[config.mk]
export PLATFORM = sky130hd
export DESIGN_NAME = tmr_err_monitor
export DESIGN_NICKNAME = d
export VERILOG_FILES = /design/src/rtl/tmr_err_monitor.sv
export SDC_FILE = /design/constraint.sdc
export NUM_CORES = 1
export LEC_CHECK = 0
export CORE_ASPECT_RATIO = 0.8
export CORE_MARGIN = 2
export CORE_UTILIZATION = 53
export CTS_BUF_LIST = sky130_fd_sc_hd__clkbuf_16
export CTS_CLUSTER_SIZE = 24
export DETAILED_ROUTE_END_ITERATION = 8
export PLACE_DENSITY = 0.84
export SLEW_MARGIN = 20
export SYNTH_ARGS = -nofsm -noshare
export SYNTH_HDL_FRONTEND = slang
export SYNTH_SLANG_ARGS = --single-unit
[constraint.sdc]
create_clock -name clk -period 3.8 [get_ports clk]
set_clock_uncertainty 0.2 [all_clocks]
set_input_delay 0.57 -clock clk [delete_from_list [all_inputs] [get_ports clk]]
set_output_delay 0.57 -clock clk [all_outputs]
set_load 0.05 [all_outputs]
[src/rtl/tmr_err_monitor.sv]
// Error-event monitor for a TMR voter: counts rising edges of the mismatch flag,
// tracks the per-window event rate and raises a sticky alarm cleared by a four-phase handshake.
module tmr_err_monitor #(
    parameter int CNT_WIDTH = 16,
    parameter int WINDOW    = 1024,
    parameter int THRESH    = 4
) (
    input  logic                 clk,
    input  logic                 rstn,
    input  logic                 tmrErr,
    input  logic                 clr_req,
    output logic [CNT_WIDTH-1:0] err_cnt,
    output logic [7:0]           win_cnt,
    output logic                 err_sticky,
    output logic                 alarm,
    output logic                 clr_ack
);

    localparam int              TW       = $clog2(WINDOW);
    localparam logic [TW-1:0]   TMR_LAST = TW'(WINDOW - 1);
    localparam logic [7:0]      THR      = 8'(THRESH);

    typedef enum logic [1:0] {MON, ALARM, ACK} state_t;

    state_t               state_q, state_d;
    logic                 prev_q, armed_q;
    logic [TW-1:0]        tmr_q, tmr_d;
    logic [CNT_WIDTH-1:0] err_q, err_d, err_base;
    logic [7:0]           win_q, win_d, win_base;
    logic                 sticky_q, sticky_d;
    logic                 alarm_q, ack_q;
    logic                 ev, clr, wrap;

    assign err_cnt    = err_q;
    assign win_cnt    = win_q;
    assign err_sticky = sticky_q;
    assign alarm      = alarm_q;
    assign clr_ack    = ack_q;

    // armed_q masks the first edge after reset so a level held across release is not an event
    always_comb begin
        ev       = armed_q & tmrErr & ~prev_q;
        clr      = (state_q != ACK) & clr_req;
        wrap     = (tmr_q == TMR_LAST);
        tmr_d    = (clr | wrap) ? '0 : tmr_q + 1'b1;
        err_base = clr ? '0 : err_q;
        err_d    = (ev && err_base != '1) ? err_base + 1'b1 : err_base;
        win_base = (clr | wrap) ? '0 : win_q;
        win_d    = (ev && win_base != '1) ? win_base + 1'b1 : win_base;
        sticky_d = (clr ? 1'b0 : sticky_q) | ev;

        state_d = state_q;
        case (state_q)
            MON: begin
                if (clr_req)           state_d = ACK;
                else if (win_d >= THR) state_d = ALARM;
            end
            ALARM: begin
                if (clr_req) state_d = ACK;
            end
            ACK: begin
                if (!clr_req) state_d = (win_d >= THR) ? ALARM : MON;
            end
            default: state_d = MON;
        endcase
    end

    always_ff @(posedge clk) begin
        if (!rstn) begin
            state_q  <= MON;
            prev_q   <= 1'b0;
            armed_q  <= 1'b0;
            tmr_q    <= '0;
            err_q    <= '0;
            win_q    <= '0;
            sticky_q <= 1'b0;
            alarm_q  <= 1'b0;
            ack_q    <= 1'b0;
        end else begin
            state_q  <= state_d;
            prev_q   <= tmrErr;
            armed_q  <= 1'b1;
            tmr_q    <= tmr_d;
            err_q    <= err_d;
            win_q    <= win_d;
            sticky_q <= sticky_d;
            alarm_q  <= (state_d == ALARM);
            ack_q    <= (state_d == ACK);
        end
    end

endmodule

**Word-level counts from Yosys, hierarchy flattened**

Cells that the tools add are included.

- Memories: 0
- Flip-flop bits (word level): 41
- Output and inout bits: 27
- RAM bits: 0
- Bits in latches: 0
- Memory bits (read-only): 0
- Logic and storage cells: 44
- Input bits: 4

- Magnitude comparators: 1
- Muxes and demuxes: 12
- Divide/modulo/power cells: 0
- Multiply operators: 0
- Eq/ne operators: 8
- Shift operators: 0
- Add/sub/neg operators: 3
- Bitwise operators: 7
- Reductions and logical operators: 4

Operators by type and width:

| cell | count |
|---|---|
| 16-bit two-way mux | 2 |
| 16-bit by 1-bit adder with 16-bit output (second input constant) | 1 |
| 8-bit two-way mux | 2 |
| 16-bit inequality test (second input constant) | 1 |
| 10-bit by 1-bit adder with 10-bit output (second input constant) | 1 |
| 10-bit == test (second input constant) | 1 |
| 8-bit by 1-bit adder with 8-bit output (second input constant) | 1 |
| 8-bit by 3-bit >= comparator with 1-bit output (second input constant) | 1 |
| 2-bit two-way mux | 4 |
| 8-bit inequality test (second input constant) | 1 |
| 2-bit one-hot mux with 3 select lines | 1 |
| 2-bit by 1-bit == test with 1-bit output (second input constant) | 2 |
| 2-bit == test (second input constant) | 2 |
| 1-bit AND | 3 |
| 1-bit two-way mux | 3 |
| 1-bit logical AND | 2 |
| 2-bit zero test | 1 |
| 2-bit inequality test (second input constant) | 1 |
| 1-bit NOT | 2 |
| 1-bit OR | 2 |
| 2-bit OR reduction | 1 |

**Longest topological paths before layout**

Gate-level depths: netlist of run 1.

- Word-level depth: 12
- Gate-level depth with buffers: 10
- Mapped depth without buffers: 10

**Least setup slack after synthesis of run 1**

OpenSTA, ideal clock, no wires.

- Path type: input port to flip-flop
- Start point: input clr_req
- End point: register err_q[7], in the netlist err_cnt[7]
- Required time: 3.530 ns
- Path buffers: 1
- Path slack: 0.985 ns
- Cell stages on the path: 9
- Setup time: 0.070 ns
- Arrival: 2.545 ns
- Cells stage by stage: clkbuf_1 > nand2_1 > and2_1 > ha_1 > and4_1 > o21ai_1 > nor3_1 > or4_1 > a21oi_1

- Longest elaborated chain between the ends: 5
- Elaborated cells between the ends (all ways): 6
- Those cells by class: 1 x add/sub; 1 x eq/ne; 2 x mux; 1 x bitwise; 1 x reduce/logical

Ends and longest elaborated chain:

| item | line | text |
|---|---|---|
| start, declared | 11 | `input logic clr_req,` |
| 1-bit AND * | 43 | `clr = (state_q != ACK) & clr_req;` |
| 16-bit two-way mux * | 46 | `err_base = clr ? '0 : err_q;` |
| parallel branches: the longest is 2 deep, another holds 16-bit by 1-bit adder with 16-bit output | -- |  |
| 16-bit two-way mux * | 47 | `err_d = (ev && err_base != '1) ? err_base + 1'b1 : err_base;` |
| end signal, assigned | 84 | `err_q <= err_d;` |
| end, declared | 28 | `logic [CNT_WIDTH-1:0] err_q, err_d, err_base;` |

Mark *: on every way between the ends.
A chain may end at the register's enable or synchronous reset.

**Worst setup path in the final report of run 1**

- Start point: input clr_req
- End point: register state_q[0]

- Longest elaborated chain between the ends: 10
- Elaborated cells between the ends (all ways): 14
- Those cells by class: 1 x add/sub; 1 x order compare; 1 x eq/ne; 8 x mux; 2 x bitwise; 1 x reduce/logical

Ends and longest elaborated chain:

| item | line | text |
|---|---|---|
| parallel branches: the longest is 9 deep, another holds 8-bit by 1-bit adder with 8-bit output | -- |  |
| 2-bit one-hot mux with 3 select lines * | 53 | `case (state_q)` |
| end signal, assigned | 80 | `state_q <= state_d;` |
| end, declared | 25 | `state_t state_q, state_d;` |

Marks and branches as above.

==> results of run 1 <==
==> layout make-up <==
cell class | count | area (um^2)
clock buffer | 5 | 125
clock inverter | 3 | 13.8
fill | 316 | 1210
inverter | 6 | 22.5
multi-input combinational | 182 | 1200
sequential | 41 | 821
tap | 55 | 68.8
timing repair buffer | 33 | 323
==> power groups by stage <==
| stage | clock network [mW] | logic [mW] | registers (mW) |
|---|---|---|---|
| 5_1_grt | 0.434 | 0.0644 | 0.440 |
| 3_5_place_dp | 0 | 0.0582 | 0.449 |
| 4_1_cts | 0.408 | 0.0590 | 0.440 |
| 6_report | 0.405 | 0.0594 | 0.440 |
| 3_3_place_gp | 0 | 0.0578 | 0.449 |
| 2_1_floorplan | 0 | 0.0309 | 0.457 |
==> metal layers <==
metal / GRT usage, % / up-vias
met3: 7.25 / 7
li1: - / 941
met4: 7.53 / 0
met2: 35.5 / 52
met5: 0 / -
met1: 32.1 / 890
==> sequential cells by signal, indices dropped and copies added, names as in the netlist <==
name,count
alarm,1
armed_q,1
clr_ack,1
err_cnt,16
err_sticky,1
prev_q,1
state_q,2
tmr_q,10
win_cnt,8
==> kinds of logic after synthesis <==
group	Yosys count	synth area share [%]
adder cells (fa/ha/maj)	3	1.81
buffers and inverters	13	2.54
XOR/XNOR	12	5.08
flip-flops	41	39.6
multiplexers	6	3.02
AND/OR/NAND/NOR	107	27.6
AO/OA/AOI/OAI	54	20.4
==> through the flow <==
stage / setup WS (ns) / cell area, um^2
after floorplan: 0.985 / 2070
after global placement: 0.489 / 2430
after detailed placement: 0.365 / 2430
after CTS: 0.658 / 2570
after global routing: 0.386 / 2570
final: 0.618 / 2570
==> placed cells by master (no fill, tap or decap), drive strengths merged, types with 5 or more instances in the layout <==
master and count:
dfxtp 41, clkdlybuf4s50 30, nand2 25, nand3 19, nor2 18, a21oi 17
inv 7, nand4 7, or3 7, xnor2 6, xor2 6, o21ai 6
clkbuf 5, and3 5
==> worst max-delay path by stage <==
stage	to	slack, ns
finish	state_q[0]	0.62
global route	alarm	0.39
CTS	state_q[0]	0.66
detailed placement	state_q[0]	0.37
global placement	alarm	0.49
floorplan	err_cnt[7]	0.98
==> summary.txt, run 1 <==
Run status
  • Status: finished, final reports clean

GRT
  • GR Util All Layers: roughly a quarter
  • First-pass GRT wire length: a little under 8000 um
  • Maximum number of pins on one net before global-route repair: 15
  • Overflow left after global routing: 0
  • Initial antenna violation count: 0
  • Vias in the first global route: 1747

Flow run
  • Max-cap violations: 0

Yosys
  • Post-Syn Nets: 243
  • Synth Area per Inst: 8.77 um^2
  • Syn Inst Count: 236
  • Synth async-reset ratio: 0%
  • Number of synthesized flops with an enable pin: 0
  • Synthesized flop and latch total: 41
  • Share of the synthesized area in the top cell type: 39.6%
  • Largest area contributor in the netlist: dfxtp_1
  • Cell variety after synth: between 50 and 60
  • Ranking of synthesized cells by area: dfxtp_1 (40%), nand2_1 (4.5%), nand3_1 (4.4%)
  • Post-Synthesis Cell Area: 0.00207 mm^2
  • Sequential area share after synthesis: 39.6%
  • Ys Warns: 0
  • Post-synth top cells: dfxtp_1 (41), nand2_1 (25), nand3_1 (18), nor2_1 (18), a21oi_1 (17)
  • Top-count cell post-synth: dfxtp_1
  • Ys flop type: dfxtp_1

Routing
  • Met2 WL: 2140 um
  • WL/cell: 14.5 um
  • Drt first pass iters: 4
  • Routed vias/inst: 5.82
  • WL met3: between 200 and 250 um
  • Initial DRC Count: roughly 140
  • Top Metal Used: met4
  • DRT antenna net count: 0
  • Wl on met1: 2270 um
  • # DRC: 0
  • Vias: 1890
  • WL final: 4700 um

STA
  • Final setup fails: 0
  • WHS: 0.254 ns
  • Final min period: 3.18 ns
  • Max Freq: 314 MHz
  • Slew Viols, Final: 0
  • Final period utilization: 83.7%
  • Slew headroom: around three fifths
  • Final hold violation count: 0
  • Unrepaired setup endpoints after global routing: false
  • Slew @ Worst Pin: 0.579 ns
  • Setup_tns: 0 ns

Setup path
  • R2r setup slk: 0.79 ns
  • Critical Path, Cell by Cell: clkdlybuf4s50_1 > inv_1 > o32a_1 > and2_1 > ha_1 > nand2_1 > a2111o_1 > o211ai_2 > mux2i_1 > o22ai_1
  • Crit. Startpoint: clr_req
  • WP data required: around 3.8 ns
  • Worst R2R End: state_q[0]
  • Crit path DAT: 3.13 ns
  • Critical Path Fanout Max: 8
  • Critical path class: input port to register
  • Worst R2R Start: tmr_q[0]
  • Startpoint types: input port
  • Cell at the slowest stage of the critical path: clkdlybuf4s50_1
  • Buf/Inv on CP: 2
  • Cell depth of the worst setup path: 10
  • Family with the most delay on the worst path: compound AO/OA/AOI/OAI gates
  • Critical path endpoint category: register
  • Worst path max stage delay: 0.50 ns
  • Cells on worst reg2reg path: 10

Cells and area
  • Layout Nets: approximately 280
  • ANT cells: 0
  • Layout cell share with drive strength beyond 1: under 10%
  • Final Util: 68.0%
  • Cell Count, Final, Fillers Out: between 300 and 400
  • Area Overhead vs Synth: 24.2%

Place
  • Dpl cells: 317
  • Post-DP HPWL: 3240 um
  • Placer Congestion: around 0.94
  • Number of port buffers: 30

Min path
  • Hold_sp: tmr_q[0]
  • Worst Hold End: tmr_q[0]
  • Hold path depth: 1
  • Hold Crit Class: register to register

Die
  • Die area: 0.00443 mm^2
  • Cell Rows: 20
  • Initial Util: a little over half
  • Core area: 0.00378 mm^2
  • I/O pins: 31
  • Die Y: 59.9 um
  • DIE WIDTH: 73.9 um

Clock network
  • Hold Buf Count CTS: 0
  • Clk pin slew, worst setup/hold paths: ~0.060 ns
  • # resized after CTS: 0
  • Root Driver: clkbuf_16
  • Cts bufs inserted: 5
  • Worst skew pair latency: between 0.2 and 0.3 ns
  • H-tree Lvls: 2
  • Clk buf depth: 2
  • Post-CTS Repair Setup Buffers: 0
  • Sink Count: 41
  • CTS tree: yes

Power and ir drop
  • Cell internal pwr: 693 uW
  • Leakage: 0.875 nW
  • Combinational fraction of design power: 6.6%
  • Worst VDD drop: 0.000222 V
  • Power per cell area: 352 mW/mm^2
  • Net Sw Frac: 23.4%
  • Design Power: 905 uW
  • Clk pwr share: 44.8%
  • Sequential power share: ~49%
  • Psw: 212 uW
No activity file was read; power rests on OpenSTA's default activity.
==> run 2, diff against run 1 <==
--- a/config.mk
+++ b/config.mk
@@ -7,11 +7,11 @@
 export LEC_CHECK = 0
 export CORE_ASPECT_RATIO = 0.8
 export CORE_MARGIN = 2
-export CORE_UTILIZATION = 53
+export CORE_UTILIZATION = 48
 export CTS_BUF_LIST = sky130_fd_sc_hd__clkbuf_16
 export CTS_CLUSTER_SIZE = 24
 export DETAILED_ROUTE_END_ITERATION = 8
-export PLACE_DENSITY = 0.84
+export PLACE_DENSITY = 0.81
 export SLEW_MARGIN = 20
 export SYNTH_ARGS = -nofsm -noshare
 export SYNTH_HDL_FRONTEND = slang
==> constraint.sdc (replaced) <==
create_clock -name clk -period 2.6 [get_ports clk]
set_clock_uncertainty 0.2 [all_clocks]
set_input_delay 0.39 -clock clk [delete_from_list [all_inputs] [get_ports clk]]
set_output_delay 0.39 -clock clk [all_outputs]
set_load 0.05 [all_outputs]
==> run 2 against run 1 <==
  * The flow now finishes with violations (negative setup slack)
  * Sequential power rose by 47%
  * Critical path depth down 1
  * Combinational power increased by 80%
  * Clock power is 71% higher
  * Setup slack got worse by 0.66 ns
  * Global-route usage decreased by 0.73 points
  * Cell count is 11% higher
  * Routed wire length increased by 17%
  * Non-clock buffer count is 33 higher
  * Critical endpoint unchanged
==> summary.txt, run 2 (synthesized netlist as in run 1, its figures left out) <==
Run status
  • Status: complete, but fails checks
  • Failing checks: negative setup slack

GRT
  • GR Util All Layers: 22.8% (-0.73 points)
  • First-pass GRT wire length: 8880 um (+13%)
  • Maximum number of pins on one net before global-route repair: 15 (unchanged)
  • Vias in the first global route: 1944 (+11%)
  • Initial antenna violation count: 0 (unchanged)
  • Overflow left after global routing: 0 (unchanged)

Cells and area
  • ANT cells: 0 (unchanged)
  • Most common cell after layout, fill and taps aside: dfxtp_1
  • Layout cell share with drive strength beyond 1: 24.1% (+15 points)
  • Most frequent cells in the layout: dfxtp_1 (37), buf_4 (36), clkdlybuf4s50_1 (29), nand2_1 (24)
  • Max reg flops: 16 (unchanged)
  • Final Util: 70.8% (+2.8 points)
  • Post-route design area: 0.00294 mm^2 (+14%)
  • Area Overhead vs Synth: 42.0%
  • Cell Count, Final, Fillers Out: 360 (+11%)
  • Layout Nets: 309 (+12%)

Power and ir drop
  • Combinational fraction of design power: 7.4% (+0.8 points)
  • Cell internal pwr: 1.13 mW (+63%)
  • Worst VDD drop: 0.000392 V (+77%)
  • Psw: 317 uW (+50%)
  • Clk pwr share: 48.0% (+3.2 points)
  • Design Power: 1.45 mW (+60%)
  • Net Sw Frac: 21.9% (-1.5 points)
  • Power per cell area: 492 mW/mm^2 (+40%)
  • Leakage: 1.09 nW (+25%)
  • Sequential power share: 44.6% (-4.0 points)

Routing
  • DRT antenna net count: 0 (unchanged)
  • Vias: 2031 (+7.5%)
  • WL/cell: 15.3 um (+5.9%)
  • Drt first pass iters: 4 (unchanged)
  • Initial DRC Count: 189 (+40%)
  • Routed vias/inst: 5.64 (-3.0%)
  • # DRC: 0 (unchanged)
  • WL final: 5510 um (+17%)

STA
  • Slew headroom: 52.4% (-8.7 points)
  • Final setup fails: 2 (+2)
  • WHS: 0.253 ns (-0.00155 ns)
  • Final hold violation count: 0 (unchanged)
  • Setup ws final: -0.0453 ns (-0.663 ns)
  • Slew Viols, Final: 0 (unchanged)
  • Unrepaired setup endpoints after global routing: true
  • Max Freq: 378 MHz
  • Slew @ Worst Pin: 0.696 ns (+0.117 ns)
  • Final period utilization: 102%
  • Final min period: 2.65 ns

Setup path
  • Crit. Startpoint: state_q[1]
  • Startpoint types: register
  • Buf/Inv on CP: 0 (-2)
  • Worst R2R Start: state_q[1]
  • Critical path class: register to register
  • Critical Path Fanout Max: 4 (-4)
  • Family with the most delay on the worst path: compound AO/OA/AOI/OAI gates
  • Cell depth of the worst setup path: 9 (-1)
  • Cell at the slowest stage of the critical path: a2111o_1
  • CP endpoint: state_q[0]
  • Worst path max stage delay: 0.42 ns (-0.08 ns)
  • R2r setup slk: -0.05 ns (-0.84 ns)
  • Worst R2R End: state_q[0]
  • WP data required: 2.56 ns (-1.19 ns)
  • Cells on worst reg2reg path: 9 (-1)
  • Critical path endpoint category: register
  • Crit path DAT: 2.60 ns (-0.53 ns)
  • Critical Path, Cell by Cell: nor2b_2 > o32a_1 > and2_4 > ha_4 > nand2_4 > a2111o_1 > o211ai_2 > mux2i_1 > o22ai_1

Place
  • Placement-stage cell area: 0.00265 mm^2 (+8.7%)
  • Placer Congestion: 0.840 (-11%)
  • Number of port buffers: 30 (unchanged)
  • Post-DP HPWL: 3660 um (+13%)
  • Dpl cells: 346 (+9.1%)

Flow run
  • Max-cap violations: 0 (unchanged)

Clock network
  • Cts bufs inserted: 5 (unchanged)
  • Root Driver: clkbuf_16
  • Sink Count: 41 (unchanged)
  • H-tree Lvls: 2 (unchanged)
  • Clk buf depth: 2 (unchanged)
  • Hold Buf Count CTS: 0 (unchanged)
  • CTS tree: yes
  • Clk pin slew, worst setup/hold paths: 0.06 ns (about the same)
  • Worst skew pair latency: 0.28 ns (about the same)

Die
  • Die area: 0.00486 mm^2 (+9.8%)
  • Cell Rows: 21 (+5.0%)
  • DIE WIDTH: 77.4 um (+4.8%)
  • Core area: 0.00415 mm^2 (+9.9%)
  • Die Y: 62.7 um (+4.7%)
  • I/O pins: 31 (unchanged)
  • Initial Util: 49.9% (-4.9 points)

Min path
  • Hold Crit Class: register to register
## run 2: per-stage QoR
step	TNS [ns]	worst slack [ns]
floorplan	0	0.00219
global placement	-3.33	-0.261
detailed placement	-4.01	-0.276
CTS	0	0.00779
global route	-0.888	-0.143
finish	-0.0638	-0.0453
## run 2: final cells by class
cell class / count / area (um^2)
Tap cell: 57 / 71.3
Clock inverter: 3 / 42.5
Clock buffer: 5 / 125
Fill cell: 310 / 1210
Timing Repair Buffer: 66 / 573
Multi-Input combinational cell: 182 / 1280
Sequential cell: 41 / 826
Inverter: 6 / 22.5
## run 2: power groups by stage
stage	logic [mW]	registers, mW	clock network [mW]
finish	0.107	0.645	0.694
global route	0.115	0.645	0.741
CTS	0.104	0.644	0.697
detailed placement	0.101	0.657	0
global placement	0.0990	0.657	0
floorplan	0.0453	0.669	0
## run 2: worst register-to-register path, cell delays in order (launching register included)
cell,delay [ns]
dfxtp_1,0.40
nor2b_2,0.24
o32a_1,0.24
and2_4,0.19
ha_4,0.15
nand2_4,0.06
a2111o_1,0.42
o211ai_2,0.23
mux2i_1,0.27
o22ai_1,0.12
## run 2: routing by layer
metal  share of wire [%]  wire length (um)  track usage (%)  vias up
li1                    -                 -                -     1001
met1                  45              2460             30.4      942
met2                  47              2580             34.6       80
met3                 7.2               398             6.21        8
met4                 1.3                74             9.82        0
met5                   0                 0                0        -
## run 2: how the worst min path moves through the flow
stage | start | endpoint | slack [ns] | depth (start not counted)
finish | tmr_q[0] | tmr_q[0] | 0.25 | 1
floorplan | tmr_q[0] | tmr_q[0] | 0.22 | 1
global placement | tmr_q[0] | tmr_q[0] | 0.23 | 1
global route | tmr_q[0] | tmr_q[0] | 0.27 | 1
detailed placement | tmr_q[0] | tmr_q[0] | 0.24 | 1
CTS | tmr_q[0] | tmr_q[0] | 0.22 | 1
## run 2: timing repair
action,CTS,global route
pin swaps,4,8
buffers inserted,5,1
setup endpoints to repair,10,16
resized for setup,11,8
==> run 3, diff against run 2 <==
--- a/config.mk
+++ b/config.mk
@@ -11,7 +11,8 @@
 export CTS_BUF_LIST = sky130_fd_sc_hd__clkbuf_16
 export CTS_CLUSTER_SIZE = 24
 export DETAILED_ROUTE_END_ITERATION = 8
-export PLACE_DENSITY = 0.81
+export PLACE_DENSITY_LB_ADDON = 0.12
+export SKIP_LAST_GASP = 1
 export SLEW_MARGIN = 20
 export SYNTH_ARGS = -nofsm -noshare
 export SYNTH_HDL_FRONTEND = slang
==> run 3 against run 2 <==
  * The flow now finishes without violations
  * Sequential cell count is the same
  * Critical path depth rose by 1
  * Hold slack better by 0.019 ns
  * Power is 0.52% higher
  * Non-clock buffer count is the same
  * Global-route usage decreased by 0.36 points
  * Maximum frequency increased by 2.3%
  * Via count decreased by 2.2%
  * Final area is 0.47% lower
  * Clock power increased by 1%
  * Sequential share of layout area up 0.13 points
  * Cell count is the same
==> summary.txt, run 3 (synthesized netlist as in run 1, its figures left out) <==
Setup path
  • Family with the most delay on the worst path: compound AO/OA/AOI/OAI gates
  • Critical Path Fanout Max: 3 (-1)
  • Critical path class: register to register
  • Worst path max stage delay: 0.46 ns (+0.04 ns)
  • R2r setup slk: 0.01 ns (+0.06 ns)
  • Critical Path, Cell by Cell: ha_4 > nand4_1 > o32a_1 > and2_4 > ha_4 > nand2_4 > a2111o_1 > o211ai_2 > mux2i_2 > o22ai_1
  • Buf/Inv on CP: 0 (unchanged)
  • Cells on worst reg2reg path: 10 (+1)
  • Worst R2R Start: tmr_q[1]
  • WP data required: 2.56 ns (about the same)
  • Startpoint types: register
  • Critical path endpoint category: register
  • Worst R2R End: alarm
  • Cell at the slowest stage of the critical path: a2111o_1
  • Crit path DAT: 2.55 ns (-0.05 ns)
  • CP dominant cell by count: ha_4

Routing
  • Drt first pass iters: 4 (unchanged)
  • Initial DRC Count: 93 (-51%)
  • Routed vias/inst: 5.52 (-2.2%)
  • DRT antenna net count: 0 (unchanged)
  • WL final: 5020 um (-8.9%)
  • WL/cell: 13.9 um (-8.9%)
  • Vias: 1987 (-2.2%)
  • # DRC: 0 (unchanged)

Cells and area
  • Layout Nets: 309 (unchanged)
  • Multi-input gate area: 0.00127 mm^2 (-0.98%)
  • Most frequent cells in the layout: dfxtp_1 (37), buf_4 (36), clkdlybuf4s50_1 (29), nand2_1 (24)
  • Area Overhead vs Synth: 41.3%
  • Layout cell share with drive strength beyond 1: 24.8% (+0.66 points)
  • Post-route design area: 0.00293 mm^2 (-0.47%)
  • ANT cells: 0 (unchanged)
  • Max reg flops: 16 (unchanged)
  • Fillers: 342 (+10%)
  • Most common cell after layout, fill and taps aside: dfxtp_1
  • Sequential Area: 826 um^2 (unchanged)

Min path
  • Worst Hold End: tmr_q[8]
  • Hold Crit Class: register to register
  • Hold_sp: tmr_q[8]
  • Hold path depth: 2 (+1)

GRT
  • First-pass GRT wire length: 8560 um (-3.6%)
  • Overflow left after global routing: 0 (unchanged)
  • Initial antenna violation count: 0 (unchanged)
  • GR Util All Layers: 22.4% (-0.36 points)
  • Vias in the first global route: 1825 (-6.1%)
  • Maximum number of pins on one net before global-route repair: 15 (unchanged)

STA
  • Unrepaired setup endpoints after global routing: true
  • Slew headroom: 66.7% (+14 points)
  • Slew @ Worst Pin: 0.497 ns (-0.199 ns)
  • Final min period: 2.59 ns (-0.0600 ns)
  • Final setup fails: 0 (-2)
  • Slew Viols, Final: 0 (unchanged)
  • Max Freq: 387 MHz (+2.3%)
  • Final period utilization: 99.4% (-2.3 points)
  • Final hold violation count: 0 (unchanged)

Die
  • Cell Rows: 21 (unchanged)
  • Initial Util: 49.9% (unchanged)
  • Die Y: 62.7 um (unchanged)
  • Die area: 0.00486 mm^2 (unchanged)
  • DIE WIDTH: 77.4 um (unchanged)
  • I/O pins: 31 (unchanged)
  • Core area: 0.00415 mm^2 (unchanged)

Run status
  • Status: finished, final reports clean

Clock network
  • H-tree Lvls: 2 (unchanged)
  • Root Driver: clkbuf_16
  • Worst skew pair latency: 0.29 ns (about the same)
  • Sink Count: 41 (unchanged)
  • Cts bufs inserted: 5 (unchanged)
  • Clk buf depth: 2 (unchanged)
  • CTS tree: yes
  • Clk pin slew, worst setup/hold paths: 0.06 ns (about the same)

Place
  • Post-DP HPWL: 3600 um (-1.7%)
  • Number of port buffers: 30 (unchanged)
  • Placement-stage cell area: 0.00266 mm^2 (+0.57%)
  • Placer Congestion: 0.858 (+2.2%)

Power and ir drop
  • Power per cell area: 497 mW/mm^2 (+0.99%)
  • Leakage: 1.07 nW (-2.7%)
  • Worst VDD drop: 0.000377 V (-3.9%)
  • Design Power: 1.45 mW (+0.52%)

Flow run
  • Max-cap violations: 0 (unchanged)
run 3: cell types whose count changed in the layout (fill, tap and decap cells not counted), sizes merged:
cell      before  now
clkinvlp       0    1
inv            7    6
run 3: report_power, final:
part	switching (mW)	leakage (nW)	internal, mW
clock	0.252	0.0775	0.449
sequential	0.00697	0.334	0.638
combinational	0.0645	0.654	0.0436
run 3: area by class of cell:
| cell class | count | area share (%) |
|---|---|---|
| clock buffer | 5 | 4.28 |
| clock inverter | 3 | 1.41 |
| inverter | 6 | 0.770 |
| multi-input combinational | 182 | 43.3 |
| sequential | 41 | 28.2 |
| tap | 57 | 2.44 |
| timing repair buffer | 66 | 19.6 |
run 3: layer usage:
layer / vias up / track usage (%) / share of wire (%)
li1: 1008 / - / -
met1: 915 / 31.9 / 51
met2: 54 / 33.3 / 42
met3: 10 / 4.19 / 5.9
met4: 0 / 9.38 / 2.0
met5: - / 0 / 0
run 3: repair_timing:
| item | 4_1_cts | 5_1_grt |
|---|---|---|
| hold endpoints to repair | 0 | 0 |
| hold buffers | 0 | 0 |
| pin swaps | 0 | 9 |
| gates resized for setup | 4 | 15 |
| buffers inserted | 0 | 4 |
| cloned | 0 | 0 |
| endpoints found under the setup margin | 5 | 12 |
run 3: how the worst max path moves through the flow:
stage,startpoint,to,depth (start not counted)
2_1_floorplan,state_q[0],err_cnt[14],10
3_3_place_gp,clr_req,err_cnt[7],9
3_5_place_dp,clr_req,win_cnt[5],11
4_1_cts,tmr_q[1],win_cnt[4],10
5_1_grt,tmr_q[1],state_q[0],10
6_report,tmr_q[1],alarm,10
run 3: worst min-delay path, cell delays in order, from the launching register on:
cell	delay (ns)
dfxtp_1	0.32
nand2_1	0.06
a21oi_1	0.05
run 3: metrics by stage:
| stage | worst slack [ns] | cells | utilization (%) | TNS, ns | hold slack (ns) |
|---|---|---|---|---|---|
| final | 0.0147 | 360 | 70.5 | 0 | 0.272 |
| after global routing | -0.0910 | 360 | 70.5 | -0.333 | 0.292 |
| after CTS | -0.0245 | 356 | 68.4 | -0.0245 | 0.276 |
| after detailed placement | -0.325 | 348 | 64.1 | -4.91 | 0.268 |
| after global placement | -0.263 | 348 | 64.1 | -3.81 | 0.256 |
| after floorplan | 0.00219 | 236 | - | 0 | 0.218 |
